--- config.mk ---
export PLATFORM = sky130hd
export DESIGN_NAME = seven_seg_scan
export DESIGN_NICKNAME = d
export VERILOG_FILES = /design/src/rtl/seven_seg_scan.sv
export SDC_FILE = /design/constraint.sdc
export NUM_CORES = 1
export LEC_CHECK = 0
export ABC_AREA = 1
export BUFFER_PORTS_ARGS = -buffer_cell sky130_fd_sc_hd__clkbuf_2
export CAP_MARGIN = 20
export CORE_UTILIZATION = 40
export DETAILED_ROUTE_END_ITERATION = 8
export PLACE_DENSITY_LB_ADDON = 0.08
export SYNTH_ARGS = -nofsm -noshare
export SYNTH_HDL_FRONTEND = slang
export SYNTH_SLANG_ARGS = --single-unit
--- constraint.sdc ---
create_clock -name clk -period 2.97 [get_ports clk]
set_clock_uncertainty 0.2 [all_clocks]
set_input_delay 0.297 -clock clk [delete_from_list [all_inputs] [get_ports clk]]
set_output_delay 0.297 -clock clk [all_outputs]
set_load 0.1 [all_outputs]
--- src/rtl/seven_seg_scan.sv ---
// Time-multiplexed seven-segment driver: latches packed BCD/hex nibbles into shadow
// registers and scans them onto active-low cathodes and anodes one digit slot at a time.
module seven_seg_scan #(
   parameter int NUM_DIGITS  = 4,
   parameter int REFRESH_DIV = 100000,
   parameter bit HEX_EN      = 1'b0
) (
   input  logic                    clk,
   input  logic                    reset,
   input  logic [4*NUM_DIGITS-1:0] value,
   input  logic [NUM_DIGITS-1:0]   dp_in,
   input  logic                    load,
   input  logic                    blank_lz,
   input  logic                    enable,
   output logic [6:0]              seven_seg,
   output logic                    dp,
   output logic [NUM_DIGITS-1:0]   an,
   output logic                    scan_tick
);

   localparam int CW = $clog2(REFRESH_DIV);
   localparam int IW = (NUM_DIGITS > 1) ? $clog2(NUM_DIGITS) : 1;
   localparam logic [CW-1:0] CNT_LAST = CW'(REFRESH_DIV - 1);
   localparam logic [IW-1:0] IDX_LAST = IW'(NUM_DIGITS - 1);
   localparam logic [6:0]    SEG_OFF  = 7'b1111111;

   // Slot timing and shadow state
   logic [CW-1:0]           cnt_q, cnt_d;
   logic [IW-1:0]           idx_q, idx_d;
   logic [4*NUM_DIGITS-1:0] val_q, val_d;
   logic [NUM_DIGITS-1:0]   dpsh_q, dpsh_d;

   // Registered pin drivers
   logic [6:0]              seg_q, seg_d;
   logic                    dp_q, dp_d;
   logic [NUM_DIGITS-1:0]   an_q, an_d;
   logic                    tick_q, tick_d;

   // Currently selected digit
   logic [3:0]              nib_sel;
   logic                    dp_sel;
   logic                    blank_sel;
   logic [NUM_DIGITS-1:0]   an_sel;
   logic [NUM_DIGITS-1:0]   zero_above;
   logic                    zero_run;

   function automatic logic [6:0] decode(input logic [3:0] nib);
      logic [6:0] seg;
      case (nib)
         4'h0:    seg = 7'b1000000;
         4'h1:    seg = 7'b1111001;
         4'h2:    seg = 7'b0100100;
         4'h3:    seg = 7'b0110000;
         4'h4:    seg = 7'b0011001;
         4'h5:    seg = 7'b0010010;
         4'h6:    seg = 7'b0000010;
         4'h7:    seg = 7'b1111000;
         4'h8:    seg = 7'b0000000;
         4'h9:    seg = 7'b0010000;
         4'hA:    seg = HEX_EN ? 7'b0001000 : 7'b0111111;
         4'hB:    seg = HEX_EN ? 7'b0000011 : 7'b0111111;
         4'hC:    seg = HEX_EN ? 7'b1000110 : 7'b0111111;
         4'hD:    seg = HEX_EN ? 7'b0100001 : 7'b0111111;
         4'hE:    seg = HEX_EN ? 7'b0000110 : 7'b0111111;
         default: seg = HEX_EN ? 7'b0001110 : 7'b0111111;
      endcase
      return seg;
   endfunction

   // Refresh counter and digit index only move while the display is enabled.
   always_comb begin
      cnt_d  = cnt_q;
      idx_d  = idx_q;
      tick_d = 1'b0;
      if (enable) begin
         if (cnt_q == CNT_LAST) begin
            cnt_d = '0;
            if (idx_q == IDX_LAST) begin
               idx_d  = '0;
               tick_d = 1'b1;
            end else begin
               idx_d = idx_q + IW'(1);
            end
         end else begin
            cnt_d = cnt_q + CW'(1);
         end
      end
   end

   always_comb begin
      val_d  = load ? value : val_q;
      dpsh_d = load ? dp_in : dpsh_q;
   end

   // zero_above[k] is set when nibble k and every more-significant nibble are zero.
   always_comb begin
      zero_run   = 1'b1;
      zero_above = '0;
      for (int k = NUM_DIGITS - 1; k >= 0; k--) begin
         zero_run      = zero_run & (val_q[4*k +: 4] == 4'h0);
         zero_above[k] = zero_run;
      end
   end

   always_comb begin
      nib_sel   = 4'h0;
      dp_sel    = 1'b0;
      blank_sel = 1'b0;
      an_sel    = '1;
      for (int k = 0; k < NUM_DIGITS; k++) begin
         if (idx_q == IW'(k)) begin
            nib_sel   = val_q[4*k +: 4];
            dp_sel    = dpsh_q[k];
            blank_sel = blank_lz && (k != 0) && zero_above[k];
            an_sel[k] = 1'b0;
         end
      end
   end

   // Blanking only darkens the segments; the anode and decimal point still follow the slot.
   always_comb begin
      seg_d = SEG_OFF;
      dp_d  = 1'b1;
      an_d  = '1;
      if (enable) begin
         seg_d = blank_sel ? SEG_OFF : decode(nib_sel);
         dp_d  = ~dp_sel;
         an_d  = an_sel;
      end
   end

   always_ff @(posedge clk) begin
      if (reset) begin
         cnt_q  <= '0;
         idx_q  <= '0;
         val_q  <= '0;
         dpsh_q <= '0;
         seg_q  <= SEG_OFF;
         dp_q   <= 1'b1;
         an_q   <= '1;
         tick_q <= 1'b0;
      end else begin
         cnt_q  <= cnt_d;
         idx_q  <= idx_d;
         val_q  <= val_d;
         dpsh_q <= dpsh_d;
         seg_q  <= seg_d;
         dp_q   <= dp_d;
         an_q   <= an_d;
         tick_q <= tick_d;
      end
   end

   assign seven_seg = seg_q;
   assign dp        = dp_q;
   assign an        = an_q;
   assign scan_tick = tick_q;

endmodule

* Yosys cells after proc, flatten, opt, wreduce, memory -nomap -nowiden
Memories as Yosys holds them, arrays and structs flattened. A register that Yosys moved wholly into a read port is not among the register bits.
Index checks and enable logic that the tools add are counted.
** Storage, ports and cells
- Bits in read-only memories :: 112
- Word-level logic and storage cells :: 48
- Input bits :: 25
- Bits in registers :: 45
- Memories kept :: 1
** Cells by class
- Eq/ne operators :: 4
- Add/sub/neg operators :: 2
- Bitwise operators :: 5
- Reductions and logical operators :: 11
- Multiplexer cells :: 18
** Memory list
- (no name shown) :: words 16, bits a word 7, read ports 1, clocked after Yosys merged registers in 1, write ports 0, line 49 : case (nib)
** Operators with widths (count)
- $add 17x1->17 const B :: 1
- $eq 17x17->1 const B :: 1
- $mux 17 :: 1
- $mux 4 :: 4
- $logic_not 4->1 :: 3
- $mux 1 :: 12
- $reduce_or 3->1 :: 2
- $eq 2x2->1 const B :: 2
- $logic_and 1x1->1 :: 3
- $not 1->1 :: 3
- $add 2x1->2 const B :: 1
- $and 1x1->1 :: 2
- $eq 2x1->1 const B :: 1
- $logic_not 2->1 :: 1
- $mux 2 :: 1
- $reduce_and 2->1 :: 1
- $reduce_or 2->1 :: 1

* Depth between registers and ports, before layout
Gate-level depths: netlist of the first run.
- Depth after elaboration :: 8
- Depth in mapped cells :: 14
- Mapped depth without buffers :: 14

* Worst setup path after synthesis of the first run
No wires, ideal clock.
- Kind :: flip-flop to flip-flop
- Start :: reg idx_q[0]
- End :: reg seg_q[0] (netlist: seven_seg[0])
- Slack :: 0.846 ns
- Cell stages (with the launch flop) :: 12
- Library setup time :: 0.131 ns
- Arrival time :: 1.793 ns
- Path buffers :: 1
- Cells stage by stage :: dfxtp_1 -> inv_1 -> ha_1 -> buf_2 -> a21oi_1 -> nand2_1 -> a21boi_1 -> inv_1 -> ha_1 -> nand3b_1 -> nand3_1 -> nand3_1
** Between the ends
- Longest elaborated chain between the ends :: 5
** Ends and longest elaborated chain
- from (decl) :: line 29 : logic [IW-1:0] idx_q, idx_d;
- from (signal assigned) :: line 144 : idx_q <= idx_d;
- $eq 2x1->1 or $logic_not 2->1 (tied branches) :: line 111 : if (idx_q == IW'(k)) begin
- $mux 1 or $mux 4 (tied branches) (3 in series) :: line 111
- $reduce_or 3->1 (no source line) or $mux 4 (tied branches)
- to (decl) :: line 34 : logic [6:0] seg_q, seg_d;
Parallel ways exist; a longest one is shown, timed or not.
A chain may end at the register's enable or synchronous reset.

* Worst setup path after layout of the first run
Ends and elaborated chain as after synthesis.

==> results of run 1 <==
-- per-layer routing --
metal  global-route usage  up-vias
met5                    0        -
met4               0.0661        0
met3               0.0398       11
met2                0.314       41
met1                0.222      947
li1                     -     1132
-- path summary, 6_finish.rpt --
kind / to / cells after the start
worst max-delay path: seven_seg[0] / 10
worst min-delay path: val_q[15] / 3
worst max register to register: seven_seg[0] / 10
worst min register to register: val_q[14] / 2
-- report_power, final --
part | switching [mW] | total (mW) | internal, mW | leakage, nW
Clock | 0.222 | 0.430 | 0.208 | 0.0503
Sequential | 0.0168 | 0.743 | 0.727 | 0.427
Combinational | 0.132 | 0.183 | 0.0507 | 0.757
-- area by class of cell --
class                           count  area, sq um
Inverter                           27          101
Sequential cell                    52         1040
Multi-Input combinational cell    242         1280
Timing Repair Buffer               38          193
Clock buffer                        7         96.3
Tap cell                           75         93.8
Fill cell                         596         3120
-- synthesized netlist by cell type (2+ instances only) --
library cell and count:
nor2_1 67, dfxtp_1 52, nand2_1 49, nand3_1 28
inv_1 23, o21ai_0 21, a21oi_1 17, ha_1 11
nand2_2 6, nor2_2 6, xor2_1 6, nor3_1 5
buf_2 4, clkbuf_1 4, inv_2 4, xnor2_1 4
nand4_1 3, nor2_4 3, o21ai_2 3, nand3b_1 2
-- sequential cells by signal, indices dropped and copies added, names as in the netlist --
signal	flops
seven_seg	7
cnt_q	17
dpsh_q	4
val_q	16
an	4
dp	1
idx_q	2
scan_tick	1
-- placed cells by master (no fill, tap or decap), types with 2 or more instances in the layout --
master    count
a21oi_1      17
clkbuf_2     37
clkbuf_8      7
dfxtp_1      52
ha_1         11
inv_1        23
inv_2         4
nand2_1      49
nand2_2       6
nand3_1      28
nand3b_1      2
nand4_1       3
nor2_1       67
nor2_2        6
nor2_4        3
nor3_1        5
o21ai_0      21
o21ai_2       3
xnor2_1       4
xor2_1        6
-- kinds of logic after synthesis --
logic type,count (synthesis),synth area share
buffers and inverters,36,0.0584
XOR/XNOR,10,0.0355
adder cells (fa/ha/maj),11,0.0559
AO/OA/AOI/OAI,47,0.107
AND/OR/NAND/NOR,174,0.321
flip-flops,52,0.423
-- through the flow --
stage                     setup slack [ns]  hold WS (ns)  utilization  area [sq um]
final                                0.643        0.0146        0.474          2800
after global routing                 0.406        0.0173        0.474          2800
after CTS                            0.624        0.0120        0.474          2800
after detailed placement             0.644         0.268        0.457          2710
after global placement               0.721         0.261        0.457          2710
after floorplan                      0.846         0.232            -          2460
-- worst register-to-register path: stages (launching register included) --
cell,delay [ns]
dfxtp_1,0.37
inv_1,0.10
ha_1,0.33
a21oi_1,0.16
nand2_1,0.07
a21boi_1,0.32
inv_1,0.15
ha_1,0.19
nand3b_1,0.16
nand3_1,0.09
nand3_1,0.07
==> metrics, run 1 <==
first-pass GRT wire length=8960 microns; setup TNS=0 ns; Synth warnings=0; Fmax achieved=430 MHz; Hold/Removal Path Class=input port to register; vias per inst=4.83; CTS root buffer=clkbuf_8; routability cong.=0.832; Total Nets Final=402; Worst-path clk slew=0.09 ns; Resized cells post-CTS=0; Post-synth EDFFs=0; share of layout cells above drive strength 1=0.194; htree depth=2; ys async rst share=0; cts-stage hold buffer count=0; synth-to-layout area growth=13.8%; Residual DRC=0; PD cells=484 mW/mm^2; Pleak=1.23 nW; Worst Setup SP=idx_q[0]; total CTS buffers=5; worst path bufs/invs=2; Diodes inserted=0; total chip power=1.36 mW; critical path arrival=2.31 ns; CTS Buffer Depth=2; crit-path max FO=11; Max-Cap Viols=0; Final Hold Viols=0; Slew HR=0.530; cells after synthesis=330; crit-path leading delay family=adder cells; Tightest Pin Transition=0.704 ns; Startpoint Class=register; #FFs+latches synth=52; Tmin final=2.33 ns; reg2reg start=idx_q[0]; status=completed; overall routed net length=5400 microns; post-synth top area cell=dfxtp_1; Vias=2131; largest net degree at the start of global routing=26; vias in the first global route=1955; DIE AREA=0.00648 sq mm; routed wl met3=237 microns; Slowest-stage cell, CP=dfxtp_1; final setup fails=0; Seq/Total Area, Yosys=0.423; Yosys cell types=32; worst reg-to-reg setup slack=0.64 ns; WP data required=2.95 ns; clock sink total=52; Finished Layout Cells=441; CTS tree=built; ranking of synthesized cells by area=dfxtp_1, nor2_1, nand2_1, nand3_1, ha_1; wire length per cell=12.2 microns; Final period util=0.783; total grt overflow=0; met2 WL=2550 microns; DR iter-0 viols=40; largest incremental delay on the critical path=0.37 ns; DIE HEIGHT=80.5 microns; hold_sp=value[15]; WS Path Type=register to register; Slew Viols, Final=0; Die X=80.5 microns; Peak VDD IR=0.212 mV; share of the synthesized area in the top cell type=0.423; DR top layer=met4; Core Region=0.00592 sq mm; synthesized net count=366; Detail Route Antenna Nets=0; worst-path cell chain=inv_1, ha_1, a21oi_1, nand2_1, a21boi_1, inv_1, ha_1, nand3b_1, nand3_1, nand3_1; number of core rows=28; mean post-synth cell area=7.47 sq um; dpl hpwl=4020 microns; Post-synth top flop=dfxtp_1; IO Count=38; unrepaired setup endpoints after global routing=false; Worst Setup End Kind=register; initial antenna violation count=0; Initial Utilization=0.416; clk_lat worst skew=0.30 ns; Port Buffers=37; total track usage=0.183; Metal-1 WL=2530 microns; post-CTS setup buffers=0; drt pass-1 iters=4; placed instance count=434; synthesized area=0.00246 sq mm
(Power assumes the default switching activity.)
==> inputs of run 2 (changes only) <==
clock period = 2.05 ns   (was 2.97 ns; I/O delays follow)
==> run 2 against run 1 <==
Compared with the run above: worst hold slack worse by 0.012 ns; final area up 13%; clock power up 42%; sequential share of layout area down 4.2 points; critical endpoint unchanged; largest power group unchanged.
==> metrics, run 2 (synthesis results as in run 1) <==
status=completed (unchanged); vias in the first global route=2220 (was 1955); routability cong.=0.785 (was 0.832); clock sink total=52 (unchanged); crit-path max FO=6 (was 11); drt pass-1 iters=4 (unchanged); Hold/Removal Path Class=input port to register (unchanged); IO Count=38 (unchanged); CTS tree=built (unchanged); WP data required=2.02 ns (was 2.95 ns); Final Hold Viols=0 (unchanged); total of fill cells in the finished design=589 (was 596); DIE HEIGHT=80.5 microns (unchanged); Max-Cap Viols=0 (unchanged); Fmax achieved=521 MHz (was 430 MHz); setup TNS=0 ns (unchanged); first-pass GRT wire length=9690 microns (was 8960 microns); Core Region=0.00592 sq mm (unchanged); Slew HR=0.641 (was 0.530); Diodes inserted=0 (unchanged); synth-to-layout area growth=29.1% (was 13.8%); Residual DRC=0 (unchanged); overall routed net length=5640 microns (was 5400 microns); Worst-path clk slew=0.09 ns (about the same); final worst setup slack=0.131 ns (was 0.643 ns); Startpoint Class=register (unchanged); total track usage=0.193 (was 0.183); Die X=80.5 microns (unchanged); Final period util=0.936 (was 0.783); Detail Route Antenna Nets=0 (unchanged); Initial Utilization=0.416 (unchanged); dpl hpwl=4080 microns (was 4020 microns); final setup fails=0 (unchanged); largest net degree at the start of global routing=26 (unchanged); Tightest Pin Transition=0.541 ns (was 0.704 ns); final design utilization=0.537 (was 0.474); Slew Viols, Final=0 (unchanged); Port Buffers=37 (unchanged); placed instance count=446 (was 434); Total Nets Final=435 (was 402); Largest register FFs=17 (unchanged); Finished Layout Cells=474 (was 441); CTS Buffer Depth=2 (unchanged); commonest non-fill, non-tap cells in the layout=nor2_1, dfxtp_1, nand2_1, clkbuf_2, nand3_1 (unchanged); DR iter-0 viols=49 (was 40); total CTS buffers=5 (unchanged); final instance area=0.00318 sq mm (was 0.00280 sq mm); initial antenna violation count=0 (unchanged); total grt overflow=0 (unchanged); Pleak=1.39 nW (was 1.23 nW); share of layout cells above drive strength 1=0.256 (was 0.194); number of core rows=28 (unchanged); DIE AREA=0.00648 sq mm (unchanged); critical path arrival=1.89 ns (was 2.31 ns); clk_lat worst skew=0.29 ns (was 0.30 ns); commonest non-fill, non-tap cell in the layout=nor2_1 (unchanged); CTS root buffer=clkbuf_8 (unchanged); Peak VDD IR=0.323 mV (was 0.212 mV); wire length per cell=11.9 microns (was 12.2 microns); PD cells=628 mW/mm^2 (was 484 mW/mm^2); Tmin final=1.92 ns (was 2.33 ns); Top reg by flops=cnt_q (unchanged); Vias=2235 (was 2131); WS Path Type=register to register (unchanged); vias per inst=4.72 (was 4.83); Worst Setup End Kind=register (unchanged); htree depth=2 (unchanged); Placement Cell Area=0.00280 sq mm (was 0.00271 sq mm); DP Worst Slack=-0.0588 ns (was 0.644 ns)
-- run 2: cell count changes in the layout (fill, tap and decap cells not counted), sizes merged --
cell / change
buf: +14
dlygate4sd3: +19
-- run 2: final cells by class --
type / instances / area, sq um / share of cell area
Clock buffer: 7 / 96.3 / 0.0303
Inverter: 27 / 104 / 0.0327
Multi-Input combinational cell: 242 / 1350 / 0.424
Sequential cell: 52 / 1050 / 0.330
Tap cell: 75 / 93.8 / 0.0295
Timing Repair Buffer: 71 / 488 / 0.153
-- run 2: power by group --
group | internal [mW] | total (mW) | leakage [nW] | switching (mW)
clock network | 0.301 | 0.612 | 0.0503 | 0.311
registers | 1.05 | 1.07 | 0.428 | 0.0240
logic | 0.110 | 0.312 | 0.908 | 0.202
-- run 2: timing repair --
action / in CTS / in global routing
pin swaps: 1 / 2
gates resized for setup: 2 / 21
cloned: 0 / 0
hold endpoints to repair: 19 / 0
hold buffers: 19 / 0
buffers inserted: 1 / 1
setup endpoints to repair: 2 / 7
-- run 2: path summary, 6_finish.rpt --
check | startpoint | to | slack [ns] | cells after the start
worst min-delay path | value[9] | val_q[9] | 0.003 | 3
worst max-delay path | idx_q[0] | seven_seg[0] | 0.13 | 11
worst max register to register | idx_q[0] | seven_seg[0] | 0.13 | 11
worst min register to register | dpsh_q[3] | dp | 0.29 | 1
-- run 2: critical path, cell delays in order, from the launching register on --
cell and delay (ns):
dfxtp_4 0.38, inv_2 0.07, ha_4 0.18, a21oi_1 0.18
a21boi_2 0.10, buf_4 0.15, buf_4 0.12, ha_1 0.16
inv_1 0.05, nand2_1 0.05, nand3_1 0.08, nand3_1 0.08
-- run 2: through the flow --
stage               hold slack (ns)  power [mW]
floorplan                     0.140        1.30
global placement              0.226        1.37
detailed placement            0.232        1.38
CTS                         0.00582        2.03
global route                 0.0140        2.11
finish                      0.00256        2.00
-- run 2: layer usage --
metal	share of wire	vias up	global-route usage
met5	0	-	0
met2	0.52	27	0.373
met4	0.012	0	0.0589
li1	-	1211	-
met1	0.45	992	0.216
met3	0.020	5	0.0239
